[config.mk]
export PLATFORM = sky130hd
export DESIGN_NAME = floppy_track_loader
export DESIGN_NICKNAME = d
export VERILOG_FILES = /design/src/rtl/floppy_pkg.sv /design/src/rtl/settle_timer.sv /design/src/rtl/floppy_track_loader.sv
export SDC_FILE = /design/constraint.sdc
export NUM_CORES = 1
export LEC_CHECK = 0
export CAP_MARGIN = 20
export CORE_MARGIN = 4
export CORE_UTILIZATION = 48
export DETAILED_ROUTE_END_ITERATION = 10
export GPL_ROUTABILITY_DRIVEN = 0
export PLACE_DENSITY = 0.78
export SLEW_MARGIN = 20
export SYNTH_ARGS = -nofsm -noshare
export SYNTH_HDL_FRONTEND = slang
export SYNTH_SLANG_ARGS = --single-unit
export TNS_END_PERCENT = 20
[constraint.sdc]
create_clock -name CLK_14M -period 2.9 [get_ports CLK_14M]
set_clock_uncertainty 0.05 [all_clocks]
set_input_delay 0.29 -clock CLK_14M [delete_from_list [all_inputs] [get_ports CLK_14M]]
set_output_delay 0.29 -clock CLK_14M [all_outputs]
set_load 0.01 [all_outputs]
[src/rtl/floppy_pkg.sv]
// Shared definitions for the Disk II track loader: geometry constants and FSM state encoding.
package floppy_pkg;

  localparam int TRACK_BYTES  = 6656;
  localparam int SECTOR_BYTES = 512;

  localparam int TRACK_SECTORS_DEF = TRACK_BYTES / SECTOR_BYTES;
  localparam int NUM_TRACKS_DEF    = 35;

  typedef enum logic [2:0] {
    ST_IDLE,
    ST_SETTLE,
    ST_REQ,
    ST_XFER,
    ST_NEXT,
    ST_DONE
  } loader_state_t;

endpackage

[src/rtl/settle_timer.sv]
// Retriggerable down-counter: reloads while armed or whenever its watched input changes,
// and reports expiry once the input has been stable for CYCLES consecutive unarmed cycles.
module settle_timer #(
  parameter int CYCLES = 14318,
  parameter int W      = 6
) (
  input  logic         clk,
  input  logic         rst_n,
  input  logic         arm,
  input  logic [W-1:0] din,
  output logic         expired
);

  localparam int          CW     = $clog2(CYCLES + 1);
  localparam logic [CW-1:0] RELOAD = CW'(CYCLES - 1);

  logic [CW-1:0] cnt;
  logic [W-1:0]  din_q;
  logic          changed;

  assign changed = (din != din_q);
  assign expired = !arm && !changed && (cnt == '0);

  // Track the watched input and count down, restarting on arm or on any input change.
  always_ff @(posedge clk or negedge rst_n) begin
    if (!rst_n) begin
      cnt   <= '0;
      din_q <= '0;
    end else begin
      din_q <= din;
      if (arm || changed) begin
        cnt <= RELOAD;
      end else if (cnt != '0) begin
        cnt <= cnt - 1'b1;
      end
    end
  end

endmodule

[src/rtl/floppy_track_loader.sv]
// Streams one nibble track from the SD block interface into the Disk II track RAM,
// reloading once the head has settled on a new track or a new image is mounted.
module floppy_track_loader
  import floppy_pkg::*;
#(
  parameter int TRACK_SECTORS = TRACK_SECTORS_DEF,
  parameter int NUM_TRACKS    = NUM_TRACKS_DEF,
  parameter int SETTLE_CYCLES = 14318
) (
  input  logic        CLK_14M,
  input  logic        RESET_N,
  input  logic        img_mounted,
  input  logic        img_present,
  input  logic [5:0]  TRACK,
  output logic [31:0] sd_lba,
  output logic        sd_rd,
  input  logic        sd_ack,
  input  logic [8:0]  sd_buff_addr,
  input  logic [7:0]  sd_buff_dout,
  input  logic        sd_buff_wr,
  output logic [12:0] DISK_RAM_ADDR,
  output logic [7:0]  DISK_RAM_DI,
  output logic        DISK_RAM_WE,
  output logic        loading,
  output logic        track_valid,
  output logic [5:0]  loaded_track
);

  localparam logic [31:0] SECT32   = 32'(TRACK_SECTORS);
  localparam logic [3:0]  LAST_IDX = 4'(TRACK_SECTORS - 1);
  localparam logic [6:0]  NT7      = 7'(NUM_TRACKS);

  loader_state_t state;
  logic [5:0]    tgt;
  logic [3:0]    idx;
  logic          pending;
  logic          settled;
  logic          evt;
  logic          byte_wr;

  function automatic logic [31:0] lba_of(input logic [5:0] trk, input logic [3:0] sec);
    return 32'(trk) * SECT32 + 32'(sec);
  endfunction

  function automatic logic in_range(input logic [5:0] trk);
    return ({1'b0, trk} < NT7);
  endfunction

  // Anything that makes the track being loaded stale; one flag absorbs coincident events.
  assign evt     = img_mounted || (TRACK != tgt) || !img_present;
  assign byte_wr = (state == ST_XFER) && sd_buff_wr;

  settle_timer #(
    .CYCLES (SETTLE_CYCLES),
    .W      (6)
  ) u_settle (
    .clk     (CLK_14M),
    .rst_n   (RESET_N),
    .arm     (state != ST_SETTLE),
    .din     (TRACK),
    .expired (settled)
  );

  // Load sequencer: settle, request each sector, wait out its transfer, publish the result.
  always_ff @(posedge CLK_14M or negedge RESET_N) begin
    if (!RESET_N) begin
      state        <= ST_IDLE;
      tgt          <= '0;
      idx          <= '0;
      pending      <= 1'b0;
      sd_rd        <= 1'b0;
      sd_lba       <= '0;
      loading      <= 1'b0;
      track_valid  <= 1'b0;
      loaded_track <= '0;
    end else begin
      case (state)
        ST_IDLE: begin
          if (!img_present) track_valid <= 1'b0;
          if (pending || img_mounted || (TRACK != loaded_track) ||
              (!track_valid && img_present && in_range(TRACK))) begin
            pending <= 1'b0;
            state   <= ST_SETTLE;
          end
        end
        ST_SETTLE: begin
          if (!img_present || !in_range(TRACK)) begin
            track_valid <= 1'b0;
            loading     <= 1'b0;
            state       <= ST_IDLE;
          end else if (settled) begin
            tgt         <= TRACK;
            idx         <= '0;
            track_valid <= 1'b0;
            sd_lba      <= lba_of(TRACK, 4'd0);
            sd_rd       <= 1'b1;
            loading     <= 1'b1;
            state       <= ST_REQ;
          end
        end
        ST_REQ: begin
          if (evt) pending <= 1'b1;
          if (sd_ack) begin
            sd_rd <= 1'b0;
            state <= ST_XFER;
          end
        end
        ST_XFER: begin
          // The sector in flight always runs to the end of its sd_ack window.
          if (evt) pending <= 1'b1;
          if (!sd_ack) state <= ST_NEXT;
        end
        ST_NEXT: begin
          if (pending || evt) begin
            pending <= 1'b0;
            state   <= ST_SETTLE;
          end else if (idx == LAST_IDX) begin
            state <= ST_DONE;
          end else begin
            idx    <= idx + 4'd1;
            sd_lba <= lba_of(tgt, idx + 4'd1);
            sd_rd  <= 1'b1;
            state  <= ST_REQ;
          end
        end
        ST_DONE: begin
          if (evt) pending <= 1'b1;
          loaded_track <= tgt;
          track_valid  <= 1'b1;
          loading      <= 1'b0;
          state        <= ST_IDLE;
        end
        default: state <= ST_IDLE;
      endcase
    end
  end

  // Register each SD buffer byte into the track RAM one cycle after its strobe.
  always_ff @(posedge CLK_14M or negedge RESET_N) begin
    if (!RESET_N) begin
      DISK_RAM_WE   <= 1'b0;
      DISK_RAM_ADDR <= '0;
      DISK_RAM_DI   <= '0;
    end else begin
      DISK_RAM_WE <= byte_wr;
      if (byte_wr) begin
        DISK_RAM_ADDR <= {idx, sd_buff_addr};
        DISK_RAM_DI   <= sd_buff_dout;
      end
    end
  end

endmodule

==> results of run 1 <==
[worst reg2reg max path, delay by kind of cell, from the launching register on]
kind	cells	cell delay [ps]
compound gates	2	350
simple gates	3	800
flops	1	420
fa+ha+maj	4	1290
[state kept, by name (all words and copies together) (netlist names)]
register / flops
DISK_RAM_DI: 8
DISK_RAM_ADDR: 13
DISK_RAM_WE: 1
sd_lba: 11
track_valid: 1
u_settle.din_q: 6
u_settle.cnt: 14
sd_rd: 1
tgt: 6
loading: 1
state: 3
loaded_track: 6
idx: 4
pending: 1
[power by group through the flow]
stage	Clock, uW	Sequential, uW	Combinational, uW
2_1_floorplan	0	1430	576
3_3_place_gp	0	1370	1160
3_5_place_dp	0	1380	1190
4_1_cts	880	1360	1200
5_1_grt	925	1390	1300
6_report	867	1360	1190
[routing by layer]
metal	wire, um	vias up
met2	5910	102
met3	610	27
met5	0	-
met1	4780	1852
li1	-	1792
met4	240	0
[stage by stage]
stage | setup slack [ps] | TNS [ps] | hold slack [ps]
after global routing | -216 | -732 | 98.4
after CTS | -51.2 | -95.8 | 72.3
final | -109 | -219 | 17.3
after global placement | -285 | -976 | 423
after floorplan | 14.2 | 0 | -55.6
after detailed placement | -427 | -1470 | 429
[timing repair]
action                                  CTS  global route
gates resized for setup                   6            14
pin swaps                                 8             9
endpoints found under the setup margin    5             6
buffers inserted                          2             2
[cells in the mapped netlist (6+ instances only)]
cell type   n
ha_1       50
mux2i_1     6
nand3_1     6
a21o_1      6
nor2b_1     7
buf_4      22
nand2_1    24
o21ai_0    23
xor2_1     11
a211oi_1   10
fa_1        7
mux2_2     31
nor4_1      6
xnor2_1    27
nor2_1     26
clkbuf_1    8
dfrtp_1    76
nor3_1      9
a21oi_1    21
inv_1      27
[worst min-delay path by stage]
| stage | from | endpoint | slack (ps) |
|---|---|---|---|
| finish | RESET_N | u_settle.cnt[13] | 20 |
| global route | RESET_N | u_settle.cnt[13] | 100 |
| CTS | RESET_N | u_settle.cnt[10] | 70 |
| detailed placement | DISK_RAM_ADDR[10] | DISK_RAM_ADDR[10] | 430 |
| global placement | DISK_RAM_ADDR[10] | DISK_RAM_ADDR[10] | 420 |
| floorplan | RESET_N | DISK_RAM_ADDR[0] | -60 |
[cells in the final DEF, fill, tap and decap left out, types with 3 or more instances in the layout]
| master | count |
|---|---|
| a211oi_1 | 5 |
| a211oi_2 | 3 |
| a21o_1 | 6 |
| a21oi_1 | 20 |
| and3_1 | 4 |
| buf_4 | 47 |
| clkbuf_8 | 9 |
| clkdlybuf4s50_1 | 68 |
| clkinv_2 | 4 |
| conb_1 | 21 |
| dfrtp_1 | 76 |
| fa_1 | 6 |
| ha_1 | 45 |
| ha_4 | 4 |
| inv_1 | 24 |
| inv_2 | 3 |
| mux2_2 | 31 |
| mux2i_1 | 6 |
| nand2_1 | 24 |
| nand2b_1 | 3 |
| nand3_1 | 6 |
| nand4_1 | 3 |
| nor2_1 | 26 |
| nor2b_1 | 7 |
| nor3_1 | 9 |
| nor4_1 | 5 |
| o21ai_0 | 19 |
| o21bai_1 | 4 |
| or4_1 | 5 |
| xnor2_1 | 27 |
| xor2_1 | 10 |
[logic make-up after synthesis]
family,Yosys count,synth area share
and+or+nand+nor,107,0.118
AOI/OAI and AO/OA,82,0.107
DFF,76,0.393
buffers and inverters,60,0.0669
adders and majority gates,57,0.158
xor gates and xnor gates,38,0.0687
muxes,38,0.0876
other,1,0.000774
[cell type report]
class,instances,area share
multi-input cells,343,0.453
clock buffers,9,0.0198
flip-flops and latches,76,0.304
well taps,133,0.0266
repair buffers,116,0.167
inverters,27,0.0162
clock inverters,6,0.0128
==> run_results.csv, run 1 <==
group,metric,value,unit
placement,io_buffer_count,70,
yosys,synth_area_leaders,"dfrtp_1 39%, ha_1 13%, mux2_2 7.2%, xnor2_1 4.9%, buf_4 3.4%",
yosys,async_flop_share,1.00,
pwr,power_density,547,nW/um^2
yosys,yosys_warnings,0,
setup_path,cp-start-kind,"flip-flop",
pwr,seqPwrFrac,0.397,
drt,vias_per_cell,5.31,
placement,dpl-instance-area,5940,um^2
grt,grt_max_degree,77,
timing,slew_violations,0,
setup_path,worstSetupPathType,"flip-flop to flip-flop",
setup_path,required,3100,ps
die,io_pins,92,
yosys,synth_top_area_frac,0.393,
grt,grtUsageMet3,0.0424,
cts,cts_buffer_depth,2,
pwr,p_int,2380,uW
setup_path,reg2reg_depth,9,
yosys,synth-edff-count,0,
setup_path,reg2reg_to,"sd_lba[10]",
cells_and_area,drive_above_1_share,0.217,
die,die_h,108,um
drt,drt-initial-drc-count,179,
pwr,total_power,3420,uW
status,status,"finished with violations",
die,start_util,0.493,
pwr,p_comb_frac,0.349,
pwr,p_leak,0.00291,uW
grt,grt_pass1_vias,3881,
grt,track_usage,0.202,
yosys,ys_seq_elements,76,
timing,max_freq,332,MHz
min_path,min_path_type,"input port to async pin",
cells_and_area,final_nets,659,
setup_path,cpMaxStageDelayCell,"or4_1",
grt,grt_first_pass_wirelength,18800,um
yosys,syn_inst,459,
cells_and_area,multi_input_area,2830,um^2
timing,slew_headroom,0.357,
cts,numCtsBuffers,9,
yosys,synthDistinctLibCells,55,
die,coreArea,9820,um^2
cells_and_area,num-fill-cells,820,
pwr,switchingPower,1040,uW
setup_path,timing.critical_path.mode_cell,"ha_1",
cts,clk_pin_slew,80,ps
placement,post-dp-hpwl,8680,um
yosys,synth_largest_area_cell,"dfrtp_1",
setup_path,crit_chain,"ha_1 -> fa_1 -> ha_1 -> ha_4 -> or4_1 -> and3_4 -> a211oi_2 -> nor2_1 -> a22o_1",
cts,cts_hold_buffers,0,
cts,tritoncts_num_sinks,76,
grt,met2_usage,0.347,
timing,period_share,1.04,
cts,cts_tree,"built",
timing,grt_setup_unrepaired,"true",
setup_path,end_kind,"flip-flop",
grt,grt_busiest_layer,"met2",
timing,hold_viol,0,
flow_run,max_cap_viol_count,0,
pwr,vdd.ir_drop.worst,0.325,mV
setup_path,slowest_delay,510,ps
cells_and_area,fin_area,6250,um^2
setup_path,critPathArrivalTime,3200,ps
pwr,switching_share,0.304,
grt,antenna_found_initial,0,
cts,worstSkewPairLatency,350,ps
setup_path,cp.depth,9,
drt,wl_per_cell,16.3,um
cts,root_buffer,"clkbuf_8",
placement,post-place-cells,691,
cells_and_area,fin_cells,710,
cells_and_area,seqCellArea,1900,um^2
setup_path,r2r_start,"tgt[1]",
drt,ant_nets,0,
timing,fin_crit,3010,ps
drt,drc,0,
drt,wirelength,11500,um
drt,vias,3773,
grt,grt_overflow,0,
grt,use_met1,0.254,
yosys,synth_area_per_cell,10.5,um^2
cts,h-tree-depth,3,
die,fp-row-count,36,
timing,finalSetupViolCount,3,
drt,dr.pass1.iters,4,
status,violations,"negative setup slack",
setup_path,crit_end,"sd_lba[10]",
setup_path,reg2reg_slack,-110,ps
setup_path,crit_path_start,"tgt[1]",
setup_path,worstPathMaxFanout,3,
die,die_area,11800,um^2
cells_and_area,finish.utilization,0.636,
yosys,ys_seq_area_frac,0.393,
setup_path,cp_top_family,"adder cells",
cells_and_area,num_antenna_cells,0,
yosys,synth_area,4840,um^2
yosys,synth_flop_cell,"dfrtp_1",
cells_and_area,syn_to_final_growth,29.1,%
setup_path,worst-path-buf-inv,0,
timing,final.setup.worst_slack,-109,ps
timing,worst_pin_slew,965,ps
pwr,clkPwrFrac,0.254,
die,die_x,108,um
Power figures use the tool's default switching activity.
==> run 2, diff against run 1 <==
CORE_ASPECT_RATIO = 1.75   (was default)
PLACE_DENSITY = 0.77   (was 0.78)
SYNTH_HIERARCHICAL = 1   (was default)
==> run_results.csv, run 2 <==
group,metric,value,unit
cells_and_area,reg_top3,"u_settle/cnt (14), DISK_RAM_ADDR (13), sd_lba (11)",
setup_path,critPathArrivalTime,3210,ps
die,die_x,85.0,um
timing,fin_crit,3050,ps
yosys,synth.most_common_cell,"nand2_1",
cells_and_area,num-fill-cells,779,
pwr,seqPwrFrac,0.371,
yosys,synth_flop_cell,"dfrtp_1",
flow_run,max_cap_viol_count,0,
cts,tritoncts_num_sinks,76,
pwr,p_leak,0.00315,uW
timing,grt_setup_unrepaired,"true",
pwr,p_int,2450,uW
drt,vias,4304,
cells_and_area,final_cell_mix,"87 x nand2_1, 73 x dfrtp_1, 69 x clkdlybuf4s50_1",
placement,post-dp-hpwl,9810,um
cts,cts_buffer_depth,2,
timing,worst_pin_slew,991,ps
yosys,yosys_warnings,6,
pwr,switchingPower,905,uW
setup_path,worstPathMaxFanout,4,
yosys,ys_seq_area_frac,0.382,
cells_and_area,drive_above_1_share,0.199,
grt,grt_pass1_vias,4442,
yosys,synth_area_leaders,"dfrtp_1 38%, ha_1 13%, nand2_1 6.6%, mux2_2 3.6%, buf_4 3.5%",
cts,cts_tree,"built",
timing,finalSetupViolCount,4,
yosys,synth_area,4980,um^2
drt,wl_per_cell,17.9,um
yosys,async_flop_share,1.00,
cells_and_area,largest_register_ff_count,14,
yosys,synth_largest_area_cell,"dfrtp_1",
yosys,synth_area_per_cell,9.84,um^2
timing,max_freq,328,MHz
drt,ant_nets,0,
die,die_h,143,um
setup_path,worstSetupPathType,"flip-flop to flip-flop",
yosys,synthDistinctLibCells,67,
yosys,ys_seq_elements,76,
cells_and_area,num_antenna_cells,0,
setup_path,timing.critical_path.mode_cell,"ha_4",
die,io_pins,92,
setup_path,slowest_delay,520,ps
grt,grt_max_degree,77,
die,coreArea,10200,um^2
drt,drc,0,
min_path,min_path_type,"input port to async pin",
cells_and_area,top_register,"u_settle/cnt",
pwr,total_power,3360,uW
timing,hold_viol,0,
yosys,synth_common_cells,"88 x nand2_1, 76 x dfrtp_1, 50 x ha_1, 26 x inv_1, 23 x buf_4",
cts,h-tree-depth,3,
setup_path,end_kind,"flip-flop",
placement,preCtsSetupSlack,-344,ps
pwr,clkPwrFrac,0.392,
cts,worstSkewPairLatency,340,ps
timing,final.setup.worst_slack,-148,ps
setup_path,cp-start-kind,"flip-flop",
cells_and_area,finish.utilization,0.645,
drt,vias_per_cell,5.69,
status,status,"finished with violations",
status,violations,"negative setup slack",
grt,antenna_found_initial,0,
pwr,p_comb_frac,0.237,
grt,grt_overflow,0,
grt,grt_first_pass_wirelength,21400,um
timing,slew_headroom,0.340,
timing,whs,50.7,ps
timing,slew_violations,0,
die,start_util,0.486,
cts,postCtsSetupRepairBufs,0,
yosys,synth-edff-count,0,
yosys,synth_top_area_frac,0.382,
grt,track_usage,0.223,
setup_path,required,3070,ps
cts,numCtsBuffers,9,
timing,finalSetupTns,-246,ps
cts,clk_pin_slew,60,ps
cells_and_area,layout_commonest_cell,"nand2_1",
drt,wirelength,13500,um
drt,dr.pass1.iters,4,
setup_path,crit_chain,"ha_4 -> ha_4 -> inv_2 -> fa_1 -> inv_2 -> ha_4 -> a21o_1 -> a221o_1 -> o31ai_2 -> mux2i_1 -> a2bb2oi_1",
timing,period_share,1.05,
pwr,vdd.ir_drop.worst,0.429,mV
cells_and_area,final_nets,710,
die,fp-row-count,49,
cts,root_buffer,"clkbuf_16",
pwr,switching_share,0.270,
placement,io_buffer_count,70,
drt,drt-initial-drc-count,235,
pwr,power_density,509,nW/um^2
yosys,syn_inst,506,
die,die_area,12100,um^2
cells_and_area,syn_to_final_growth,32.5,%
setup_path,cpMaxStageDelayCell,"fa_1",
## run 2: cell count changes after synthesis, moves of 4 or more
cell      change
o21ai_0       -5
a21oi_1      -10
a211o_1       +5
nand3_1      +10
mux2i_1       -4
nor2_1        -6
mux2_2       -15
o21bai_1      -4
nand2_1      +64
xnor2_1      -16
## run 2: per-stage QoR
stage	cells	instance area, um^2
floorplan	526	5090
global placement	740	6110
detailed placement	740	6110
CTS	756	6490
global route	756	6600
finish	756	6600
## run 2: timing repair
action / in CTS / in global routing
hold buffers: 0 / 0
resized for setup: 11 / 18
endpoints found under the setup margin: 7 / 17
pin swaps: 1 / 10
## run 2: routing by layer
layer,up-vias,track usage,share of wire
met2,148,0.407,0.54
met4,0,0.144,0.061
met5,-,0,0
met1,2132,0.233,0.36
met3,50,0.0318,0.038
li1,1974,-,-
## run 2: cell type report
| class | count | area, um^2 | share of cell area |
|---|---|---|---|
| Tap cell | 127 | 159 | 0.0241 |
| Clock inverter | 6 | 111 | 0.0169 |
| Sequential cell | 76 | 1910 | 0.289 |
| Multi-Input combinational cell | 388 | 2990 | 0.453 |
| Timing Repair Buffer | 123 | 1100 | 0.167 |
| Inverter | 26 | 97.6 | 0.0148 |
| Clock buffer | 10 | 239 | 0.0362 |
## run 2: cell families after synthesis
logic type,count (synthesis),synth area share
simple gates,183,0.192
compound gates,83,0.118
flops,76,0.382
buf+inv,62,0.0661
fa+ha+maj,57,0.154
xor+xnor,25,0.0440
mux,19,0.0432
other cells,1,0.000753
## run 2: critical path: cells and delay by family (launching register included)
| kind | cells | cell delay (ps) |
|---|---|---|
| adder cells (fa/ha/maj) | 4 | 1260 |
| flip-flops | 1 | 460 |
| buffers and inverters | 2 | 90 |
| AO/OA/AOI/OAI | 4 | 860 |
| multiplexers | 1 | 210 |
## run 2: final timing paths
check	startpoint	to	slack, ps	depth (start not counted)
max reg2reg	tgt[1]	sd_lba[9]	-150	11
max	tgt[1]	sd_lba[9]	-150	11
min in group CLK_14M	DISK_RAM_DI[0]	DISK_RAM_DI[0]	420	2
max in group asynchronous	RESET_N	tgt[1]	2030	1
min	RESET_N	u_settle/cnt[13]	50	1
min reg2reg	DISK_RAM_DI[0]	DISK_RAM_DI[0]	420	2
## run 2: power by group through the flow
stage          clock network (uW)  registers (uW)  logic, uW
6_report                     1320            1240        796
5_1_grt                      1380            1260        866
4_1_cts                      1330            1250        796
3_5_place_dp                    0            1270        786
3_3_place_gp                    0            1260        771
2_1_floorplan                   0            1310        337
